$ cat src/rtl/btb_assoc_predictor_pkg.sv
// rtl/btb_assoc_predictor_pkg.sv - bp_pkg: counter encodings and helpers shared by the predictor
// Optional build macro used elsewhere in the bundle: BP_PERF_CNT_EN
package bp_pkg;

   localparam logic [1:0] CNT_SNT        = 2'b00;
   localparam logic [1:0] CNT_WNT        = 2'b01;
   localparam logic [1:0] CNT_WT         = 2'b10;
   localparam logic [1:0] CNT_ST         = 2'b11;
   localparam logic [1:0] CNT_ALLOC_INIT = CNT_WT;
   localparam logic [1:0] CNT_RESET      = CNT_WNT;

   // Saturating step on a zero-extended counter: up increments, otherwise decrements.
   function automatic logic [7:0] cnt_sat_step(input logic [7:0] cnt, input logic up,
                                               input logic [7:0] cnt_max);
      if (up)
         return (cnt == cnt_max) ? cnt : cnt + 8'd1;
      else
         return (cnt == {6'd0, CNT_SNT}) ? cnt : cnt - 8'd1;
   endfunction

   function automatic int way_idx_bits(input int ways);
      return (ways > 1) ? $clog2(ways) : 1;
   endfunction

endpackage

$ cat src/rtl/btb_assoc_predictor_if.sv
// rtl/btb_assoc_predictor_if.sv - fetch/execute predictor bus; perf outputs under BP_PERF_CNT_EN
interface btb_assoc_predictor_if;
   logic [31:0] PC_F;
   logic        PrPCSrc_F;
   logic [31:0] PrALUResult_F;
   logic        PrHit_F;
   logic        Upd_E;
   logic [31:0] PC_E;
   logic        PCSrc_E;
   logic [31:0] ALUResult_E;
   logic        Flush;
`ifdef BP_PERF_CNT_EN
   logic [31:0] PerfUpd;
   logic [31:0] PerfHit;
   logic [31:0] PerfAlloc;
`endif

   modport slave (
      input  PC_F, Upd_E, PC_E, PCSrc_E, ALUResult_E, Flush,
      output PrPCSrc_F, PrALUResult_F, PrHit_F
`ifdef BP_PERF_CNT_EN
      , output PerfUpd, PerfHit, PerfAlloc
`endif
   );

   modport master (
      output PC_F, Upd_E, PC_E, PCSrc_E, ALUResult_E, Flush,
      input  PrPCSrc_F, PrALUResult_F, PrHit_F
`ifdef BP_PERF_CNT_EN
      , input PerfUpd, PerfHit, PerfAlloc
`endif
   );
endinterface

$ cat src/rtl/btb_assoc_predictor_plru.sv
// rtl/btb_assoc_predictor_plru.sv - bp_plru: tree pseudo-LRU state for one set
// Each tree bit points toward the subtree holding the next victim.
module bp_plru
   import bp_pkg::*;
#(
   parameter  int WAYS = 2,
   localparam int WIDX = way_idx_bits(WAYS)
) (
   input  logic            clk,
   input  logic            RESET,
   input  logic            i_acc,
   input  logic [WIDX-1:0] i_way,
   output logic [WIDX-1:0] o_victim
);

   generate
      if (WAYS == 1) begin : g_w1
         logic w_unused_plru;
         assign w_unused_plru = ^{clk, RESET, i_acc, i_way};
         assign o_victim = '0;
      end else if (WAYS == 2) begin : g_w2
         logic r_bit;
         always_ff @(posedge clk or posedge RESET) begin
            if (RESET)      r_bit <= 1'b0;
            else if (i_acc) r_bit <= ~i_way[0];
         end
         assign o_victim = r_bit;
      end else begin : g_w4
         logic [2:0] r_bits;
         always_ff @(posedge clk or posedge RESET) begin
            if (RESET) begin
               r_bits <= 3'b000;
            end else if (i_acc) begin
               r_bits[0] <= ~i_way[1];
               if (i_way[1]) r_bits[2] <= ~i_way[0];
               else          r_bits[1] <= ~i_way[0];
            end
         end
         assign o_victim = r_bits[0] ? {1'b1, r_bits[2]} : {1'b0, r_bits[1]};
      end
   endgenerate

endmodule

$ cat src/rtl/btb_assoc_predictor.sv
// rtl/btb_assoc_predictor.sv - set-associative BHT/BTB with tags, PLRU and flush
// Optional perf counters enabled by BP_PERF_CNT_EN.
module btb_assoc_predictor
   import bp_pkg::*;
#(
   parameter int ENTRY_BITS = 4,
   parameter int WAYS       = 2,
   parameter int PRD_BITS   = 2
) (
   input logic                  clk,
   input logic                  RESET,
   btb_assoc_predictor_if.slave bp
);

   localparam int SETS     = 2 ** ENTRY_BITS;
   localparam int TAG_BITS = 30 - ENTRY_BITS;
   localparam int WIDX     = way_idx_bits(WAYS);
   localparam logic [PRD_BITS-1:0] L_CNT_INIT  = (PRD_BITS == 2) ? PRD_BITS'(CNT_ALLOC_INIT)
                                                 : {1'b1, {(PRD_BITS-1){1'b0}}};
   localparam logic [PRD_BITS-1:0] L_CNT_RESET = (PRD_BITS == 2) ? PRD_BITS'(CNT_RESET)
                                                 : {1'b0, {(PRD_BITS-1){1'b1}}};
   localparam logic [PRD_BITS-1:0] L_CNT_MAX   = (PRD_BITS == 2) ? PRD_BITS'(CNT_ST) : '1;

   logic                r_valid [SETS][WAYS];
   logic [TAG_BITS-1:0] r_tag   [SETS][WAYS];
   logic [PRD_BITS-1:0] r_cnt   [SETS][WAYS];
   logic [31:0]         r_ta    [SETS][WAYS];

   logic [ENTRY_BITS-1:0] w_f_set, w_e_set;
   logic [TAG_BITS-1:0]   w_f_tag, w_e_tag;
   logic                  w_f_hit, w_e_hit, w_inv_any, w_pr_taken;
   logic [WIDX-1:0]       w_f_way, w_e_way, w_inv_way, w_victim, w_acc_way;
   logic [WIDX-1:0]       w_plru_victim [SETS];
   logic                  w_upd_ok, w_hit_upd, w_alloc;
   logic [7:0]            w_cnt_step;
   logic                  w_unused_bits;

   assign w_f_set = bp.PC_F[ENTRY_BITS+1:2];
   assign w_f_tag = bp.PC_F[31:ENTRY_BITS+2];
   assign w_e_set = bp.PC_E[ENTRY_BITS+1:2];
   assign w_e_tag = bp.PC_E[31:ENTRY_BITS+2];

   // Downward scans so the lowest-index matching or invalid way wins.
   always_comb begin
      w_f_hit   = 1'b0;
      w_f_way   = '0;
      w_e_hit   = 1'b0;
      w_e_way   = '0;
      w_inv_any = 1'b0;
      w_inv_way = '0;
      for (int w = WAYS - 1; w >= 0; w--) begin
         if (r_valid[w_f_set][w] && r_tag[w_f_set][w] == w_f_tag) begin
            w_f_hit = 1'b1;
            w_f_way = WIDX'(w);
         end
         if (r_valid[w_e_set][w] && r_tag[w_e_set][w] == w_e_tag) begin
            w_e_hit = 1'b1;
            w_e_way = WIDX'(w);
         end
         if (!r_valid[w_e_set][w]) begin
            w_inv_any = 1'b1;
            w_inv_way = WIDX'(w);
         end
      end
   end

   assign w_pr_taken       = w_f_hit & r_cnt[w_f_set][w_f_way][PRD_BITS-1];
   assign bp.PrHit_F       = w_f_hit;
   assign bp.PrPCSrc_F     = w_pr_taken;
   assign bp.PrALUResult_F = w_pr_taken ? r_ta[w_f_set][w_f_way] : 32'd0;

   assign w_upd_ok   = bp.Upd_E & ~bp.Flush;
   assign w_hit_upd  = w_upd_ok & w_e_hit;
   assign w_alloc    = w_upd_ok & ~w_e_hit & bp.PCSrc_E;
   assign w_victim   = w_inv_any ? w_inv_way : w_plru_victim[w_e_set];
   assign w_acc_way  = w_e_hit ? w_e_way : w_victim;
   assign w_cnt_step = cnt_sat_step(8'(r_cnt[w_e_set][w_e_way]), bp.PCSrc_E, 8'(L_CNT_MAX));
   assign w_unused_bits = ^{bp.PC_F[1:0], bp.PC_E[1:0], w_cnt_step[7:PRD_BITS]};

   generate
      for (genvar s = 0; s < SETS; s++) begin : g_plru
         bp_plru #(.WAYS(WAYS)) u_plru (
            .clk      (clk),
            .RESET    (RESET),
            .i_acc    ((w_hit_upd | w_alloc) && (w_e_set == ENTRY_BITS'(s))),
            .i_way    (w_acc_way),
            .o_victim (w_plru_victim[s])
         );
      end
   endgenerate

   always_ff @(posedge clk or posedge RESET) begin
      if (RESET) begin
         for (int s = 0; s < SETS; s++) begin
            for (int w = 0; w < WAYS; w++) begin
               r_valid[s][w] <= 1'b0;
               r_tag[s][w]   <= '0;
               r_cnt[s][w]   <= L_CNT_RESET;
               r_ta[s][w]    <= 32'd0;
            end
         end
      end else if (bp.Flush) begin
         for (int s = 0; s < SETS; s++)
            for (int w = 0; w < WAYS; w++)
               r_valid[s][w] <= 1'b0;
      end else if (w_hit_upd) begin
         r_cnt[w_e_set][w_e_way] <= w_cnt_step[PRD_BITS-1:0];
         if (bp.PCSrc_E) r_ta[w_e_set][w_e_way] <= bp.ALUResult_E;
      end else if (w_alloc) begin
         r_valid[w_e_set][w_victim] <= 1'b1;
         r_tag[w_e_set][w_victim]   <= w_e_tag;
         r_ta[w_e_set][w_victim]    <= bp.ALUResult_E;
         r_cnt[w_e_set][w_victim]   <= L_CNT_INIT;
      end
   end

`ifdef BP_PERF_CNT_EN
   logic [31:0] r_perf_upd, r_perf_hit, r_perf_alloc;

   always_ff @(posedge clk or posedge RESET) begin
      if (RESET) begin
         r_perf_upd   <= 32'd0;
         r_perf_hit   <= 32'd0;
         r_perf_alloc <= 32'd0;
      end else if (w_upd_ok) begin
         if (r_perf_upd != 32'hFFFF_FFFF)               r_perf_upd   <= r_perf_upd + 32'd1;
         if (w_hit_upd && r_perf_hit != 32'hFFFF_FFFF)  r_perf_hit   <= r_perf_hit + 32'd1;
         if (w_alloc && r_perf_alloc != 32'hFFFF_FFFF)  r_perf_alloc <= r_perf_alloc + 32'd1;
      end
   end

   assign bp.PerfUpd   = r_perf_upd;
   assign bp.PerfHit   = r_perf_hit;
   assign bp.PerfAlloc = r_perf_alloc;
`endif

endmodule
$ cat src/flat_wrapper.sv
// flat-port wrapper written by rule: the top's interface ports become plain ports
module btb_assoc_predictor_flat import bp_pkg::*;
#(
   parameter int ENTRY_BITS = 4,
   parameter int WAYS       = 2,
   parameter int PRD_BITS   = 2
)
  (clk, RESET, bp_PC_F, bp_Upd_E, bp_PC_E, bp_PCSrc_E, bp_ALUResult_E, bp_Flush, bp_PrPCSrc_F, bp_PrALUResult_F, bp_PrHit_F);
  btb_assoc_predictor_if bp_i ();
  input logic clk;
  input logic RESET;
  input wire logic [$bits(bp_i.PC_F)-1:0] bp_PC_F;
  input wire logic [$bits(bp_i.Upd_E)-1:0] bp_Upd_E;
  input wire logic [$bits(bp_i.PC_E)-1:0] bp_PC_E;
  input wire logic [$bits(bp_i.PCSrc_E)-1:0] bp_PCSrc_E;
  input wire logic [$bits(bp_i.ALUResult_E)-1:0] bp_ALUResult_E;
  input wire logic [$bits(bp_i.Flush)-1:0] bp_Flush;
  output wire logic [$bits(bp_i.PrPCSrc_F)-1:0] bp_PrPCSrc_F;
  output wire logic [$bits(bp_i.PrALUResult_F)-1:0] bp_PrALUResult_F;
  output wire logic [$bits(bp_i.PrHit_F)-1:0] bp_PrHit_F;
  assign bp_i.PC_F = bp_PC_F;
  assign bp_i.Upd_E = bp_Upd_E;
  assign bp_i.PC_E = bp_PC_E;
  assign bp_i.PCSrc_E = bp_PCSrc_E;
  assign bp_i.ALUResult_E = bp_ALUResult_E;
  assign bp_i.Flush = bp_Flush;
  assign bp_PrPCSrc_F = bp_i.PrPCSrc_F;
  assign bp_PrALUResult_F = bp_i.PrALUResult_F;
  assign bp_PrHit_F = bp_i.PrHit_F;
  btb_assoc_predictor #(.ENTRY_BITS(ENTRY_BITS), .WAYS(WAYS), .PRD_BITS(PRD_BITS)) u_core (.clk(clk), .RESET(RESET), .bp(bp_i));
endmodule
$ cat config.mk
export PLATFORM = sky130hd
export DESIGN_NAME = btb_assoc_predictor_flat
export DESIGN_NICKNAME = d
export VERILOG_FILES = /design/src/rtl/btb_assoc_predictor_pkg.sv /design/src/rtl/btb_assoc_predictor_if.sv /design/src/rtl/btb_assoc_predictor_plru.sv /design/src/rtl/btb_assoc_predictor.sv /design/src/flat_wrapper.sv
export SDC_FILE = /design/constraint.sdc
export NUM_CORES = 2
export LEC_CHECK = 0
export BUFFER_PORTS_ARGS = -buffer_cell sky130_fd_sc_hd__buf_2
export CAP_MARGIN = 20
export CELL_PAD_IN_SITES_DETAIL_PLACEMENT = 0
export CELL_PAD_IN_SITES_GLOBAL_PLACEMENT = 2
export CORE_ASPECT_RATIO = 1.4
export CORE_MARGIN = 1
export CORE_UTILIZATION = 40
export CTS_CLUSTER_SIZE = 24
export DETAILED_ROUTE_END_ITERATION = 10
export GPL_TIMING_DRIVEN = 0
export PLACE_DENSITY = 0.67
export SYNTH_ARGS = -nofsm -noshare
export SYNTH_HDL_FRONTEND = slang
export SYNTH_SLANG_ARGS = --single-unit
$ cat constraint.sdc
create_clock -name clk -period 136.7 [get_ports clk]
set_input_delay 27.34 -clock clk [delete_from_list [all_inputs] [get_ports clk]]
set_output_delay 27.34 -clock clk [all_outputs]
set_load 0.03 [all_outputs]
==> impl_metrics.tcl <==
set metrics [dict create \
    stdcell_count 10400 \
    cts_resized 0 \
    cp_num_buf_inv 7 \
    cts-buffers-inserted 215 \
    fin_crit_ns 62.68 \
    finalNetCount 6988 \
    rsz0062_at_grt "false" \
    syn_inst 6462 \
    yosys-top-cells-count "1936 x dfrtp_1, 1673 x mux2_2, 767 x mux4_2" \
    preCtsSetupSlack_ns 74.27 \
    failed_checks "DRC" \
    internal_power_mw 1.05 \
    yosysTopAreaCell "dfrtp_1" \
    worstSkewPairLatency_ns 0.95 \
    cts-root-buf "clkbuf_16" \
    antenna_found_initial 25 \
    vias 65300 \
    critPathTopFamily "buffers and inverters" \
    grt_max_degree 134 \
    yosysMostFrequentCell "dfrtp_1" \
    drt_iter0_drc 6005 \
    cts_setup_buffers 0 \
    grtUsageTotal_pct 35.3 \
    fin_total_pwr_mw 1.44 \
    setup_slack_ns 74.02 \
    remaining_drc_errors 33 \
    max_slew_margin_pct 10.2 \
    ir_worst_vdd_v 0.0000105 \
    setup_tns_ns 0 \
    tightest_slew_ns 1.35 \
    start_kind "input pin" \
    cts_tree "done" \
    num_rows 216 \
    grt_pass1_wl_mm 599 \
    synth_ff_type "dfrtp_1" \
    grt_pass1_vias 67900 \
    dp_hpwl_mm 326 \
    finalCritPeriodShare_pct 45.9 \
    die_w_um 424 \
    hp-class "reg -> reg" \
    drv_cap 0 \
    report.final.slew_viol_count 0 \
    power_frac_comb_pct 13.3 \
    end_kind "output port" \
    synth_top_area_share_pct 48.7 \
    clk_pin_slew_ns 0.06 \
    p_switching_mw 0.393 \
    wl_per_cell_um 42.7 \
    required_ns 109.36 \
    power_frac_seq_pct 44.9 \
    synth_edf_count 0 \
    p_clk_share_pct 41.8 \
    die_area_mm2 0.251 \
    leakage_nw 52.0 \
    core_mm2 0.247 \
    setup.worst_path.class "in -> out" \
    via_per_inst 6.31 \
    avgSynthCellArea_um2 15.4 \
    timing.hold.ws_ns 0.481 \
    crit_top_cell "buf_2" \
    timing.fmax_mhz 16.0 \
    ioPinCount 135 \
    die_y_um 592 \
    io_buffers 112 \
    syn2layout_area_growth_pct 13.7 \
    seq_area_frac_synth_pct 49.5 \
    htreeDepth 4 \
    postRouteAntennaNets 0 \
    gp_congestion 1.03 \
    clockBufferDepth 4 \
    wirelength_mm 441 \
    seq_area_mm2 0.0493 \
    multi_input_area_mm2 0.0469 \
    postCtsHoldBufs 0 \
    yosysUniqueCellTypes 81 \
    fin_skew_ns 0.0567 \
    crit_arrival_ns 35.34 \
    path_cells "buf_2 -> buf_2 -> buf_2 -> buf_2 -> mux4_2 -> mux4_2 -> xnor2_1 -> nand3_1 -> nor4_1 -> nand3_1 -> mux2i_2 -> buf_8 -> clkbuf_1 -> nor2_1 -> buf_2" \
    synth_area_leaders "dfrtp_1 49%, mux2_2 19%, mux4_2 17%" \
    drive_gt1_share_pct 48.3 \
    fillers 22200 \
    async_reset_ff_share_pct 100 \
    power.density_mw_per_mm2 12.8 \
    finalHoldViolCount 0 \
    p_sw_share_pct 27.2 \
    crit_path_max_incr_delay_ns 0.99 \
    initial_core_util_pct 40.3 \
    synth_nets 6563 \
    cp_slowest_cell "buf_2" \
    synth_seq_cells 1968 \
    path_max_fanout 10 \
    dp_cells 9935 \
    cts.sink_count 1968 \
    finalSetupViolCount 0 \
    yosys_warnings 0 \
    first_pass_iters 8 \
    overflow 0 \
    synth_area_mm2 0.0995 \
    outcome "finished, violations left" \
]
-- metal layers --
metal  global-route usage (%)  wire, µm  up-vias
li1                         -         -    25600
met1                     39.5    157000    36000
met2                     59.8    219000     2684
met3                     6.05     24000     1082
met4                     27.4     41300        8
met5                        0        50        -
-- worst paths after layout --
kind                                               start                             to  slack, ns  cells after the start
max                                           bp_PC_F[2]           bp_PrALUResult_F[30]      74.02                     15
min                         u_core.r_ta[684]$_DFFE_PP0P_   u_core.r_ta[684]$_DFFE_PP0P_       0.48                      1
max reg2reg                u_core.r_tag[427]$_DFFE_PP0P_  u_core.r_tag[377]$_DFFE_PP0P_     130.44                     12
min reg2reg                 u_core.r_ta[684]$_DFFE_PP0P_   u_core.r_ta[684]$_DFFE_PP0P_       0.48                      1
max in group asynchronous                          RESET  u_core.r_tag[716]$_DFFE_PP0P_     105.99                      9
min in group asynchronous                          RESET   u_core.r_ta[676]$_DFFE_PP0P_      26.46                      2
-- registers in the layout, indices dropped and copies added (netlist names) --
| register | cells |
|---|---|
| u_core.r_tag | 832 |
| u_core.r_ta | 1024 |
| u_core.r_valid | 32 |
| u_core.g_plru.u_plru.o_victim | 16 |
| u_core.r_cnt | 64 |
-- per-stage QoR --
stage	area [µm²]	utilization (%)
final	113000	45.8
after global routing	113000	45.8
after CTS	113000	45.7
after detailed placement	106000	42.9
after global placement	104000	42.1
after floorplan	99500	-
-- cells by family after synthesis --
kind of cell             after synthesis  share of synthesized area (%)
multiplexers                        2884                           41.0
flip-flops                          1968                           49.5
buffers and inverters                695                           3.42
AND/OR/NAND/NOR                      425                           2.52
AO/OA/AOI/OAI                        413                           2.86
XOR/XNOR                              74                          0.651
adder cells (fa/ha/maj)                3                         0.0302
-- area by class of cell --
cell class | count | share of cell area, %
Buffer | 638 | 2.86
Multi-Input combinational cell | 3799 | 41.4
Sequential cell | 1968 | 43.5
Antenna cell | 22 | 0.0486
Inverter | 57 | 0.196
Timing Repair Buffer | 208 | 2.03
Tap cell | 3270 | 3.61
Clock buffer | 336 | 5.78
Clock inverter | 52 | 0.536
-- worst register-to-register path: stages (launching register included) --
cell and delay, ns:
dfrtp_1 0.42, mux2i_1 0.32, o22ai_1 0.15, a2111oi_0 1.00, o211ai_1 0.28, a21oi_1 0.24
nand4b_1 0.13, a2111oi_1 0.89, a31oi_2 0.45, buf_2 0.34, nand3_1 0.94, buf_4 0.53
mux2_2 0.41
-- cell usage in the layout, fill, tap and decap left out, types with 98 or more instances in the layout --
master and instances:
dfrtp_1 1936, mux2_2 1673, mux4_2 767, clkbuf_1 343, buf_2 284, mux2i_1 237
clkbuf_16 219, mux2_1 206, buf_4 108, nor2_1 98
-- power groups by stage --
stage / clock, mW / combinational, mW / sequential (mW)
global route: 0.635 / 0.198 / 0.653
detailed placement: 0 / 0.189 / 0.659
global placement: 0 / 0.181 / 0.661
finish: 0.604 / 0.192 / 0.649
CTS: 0.613 / 0.190 / 0.648
floorplan: 0 / 0.116 / 0.652
Note: power is estimated with default switching activity, not from simulation.
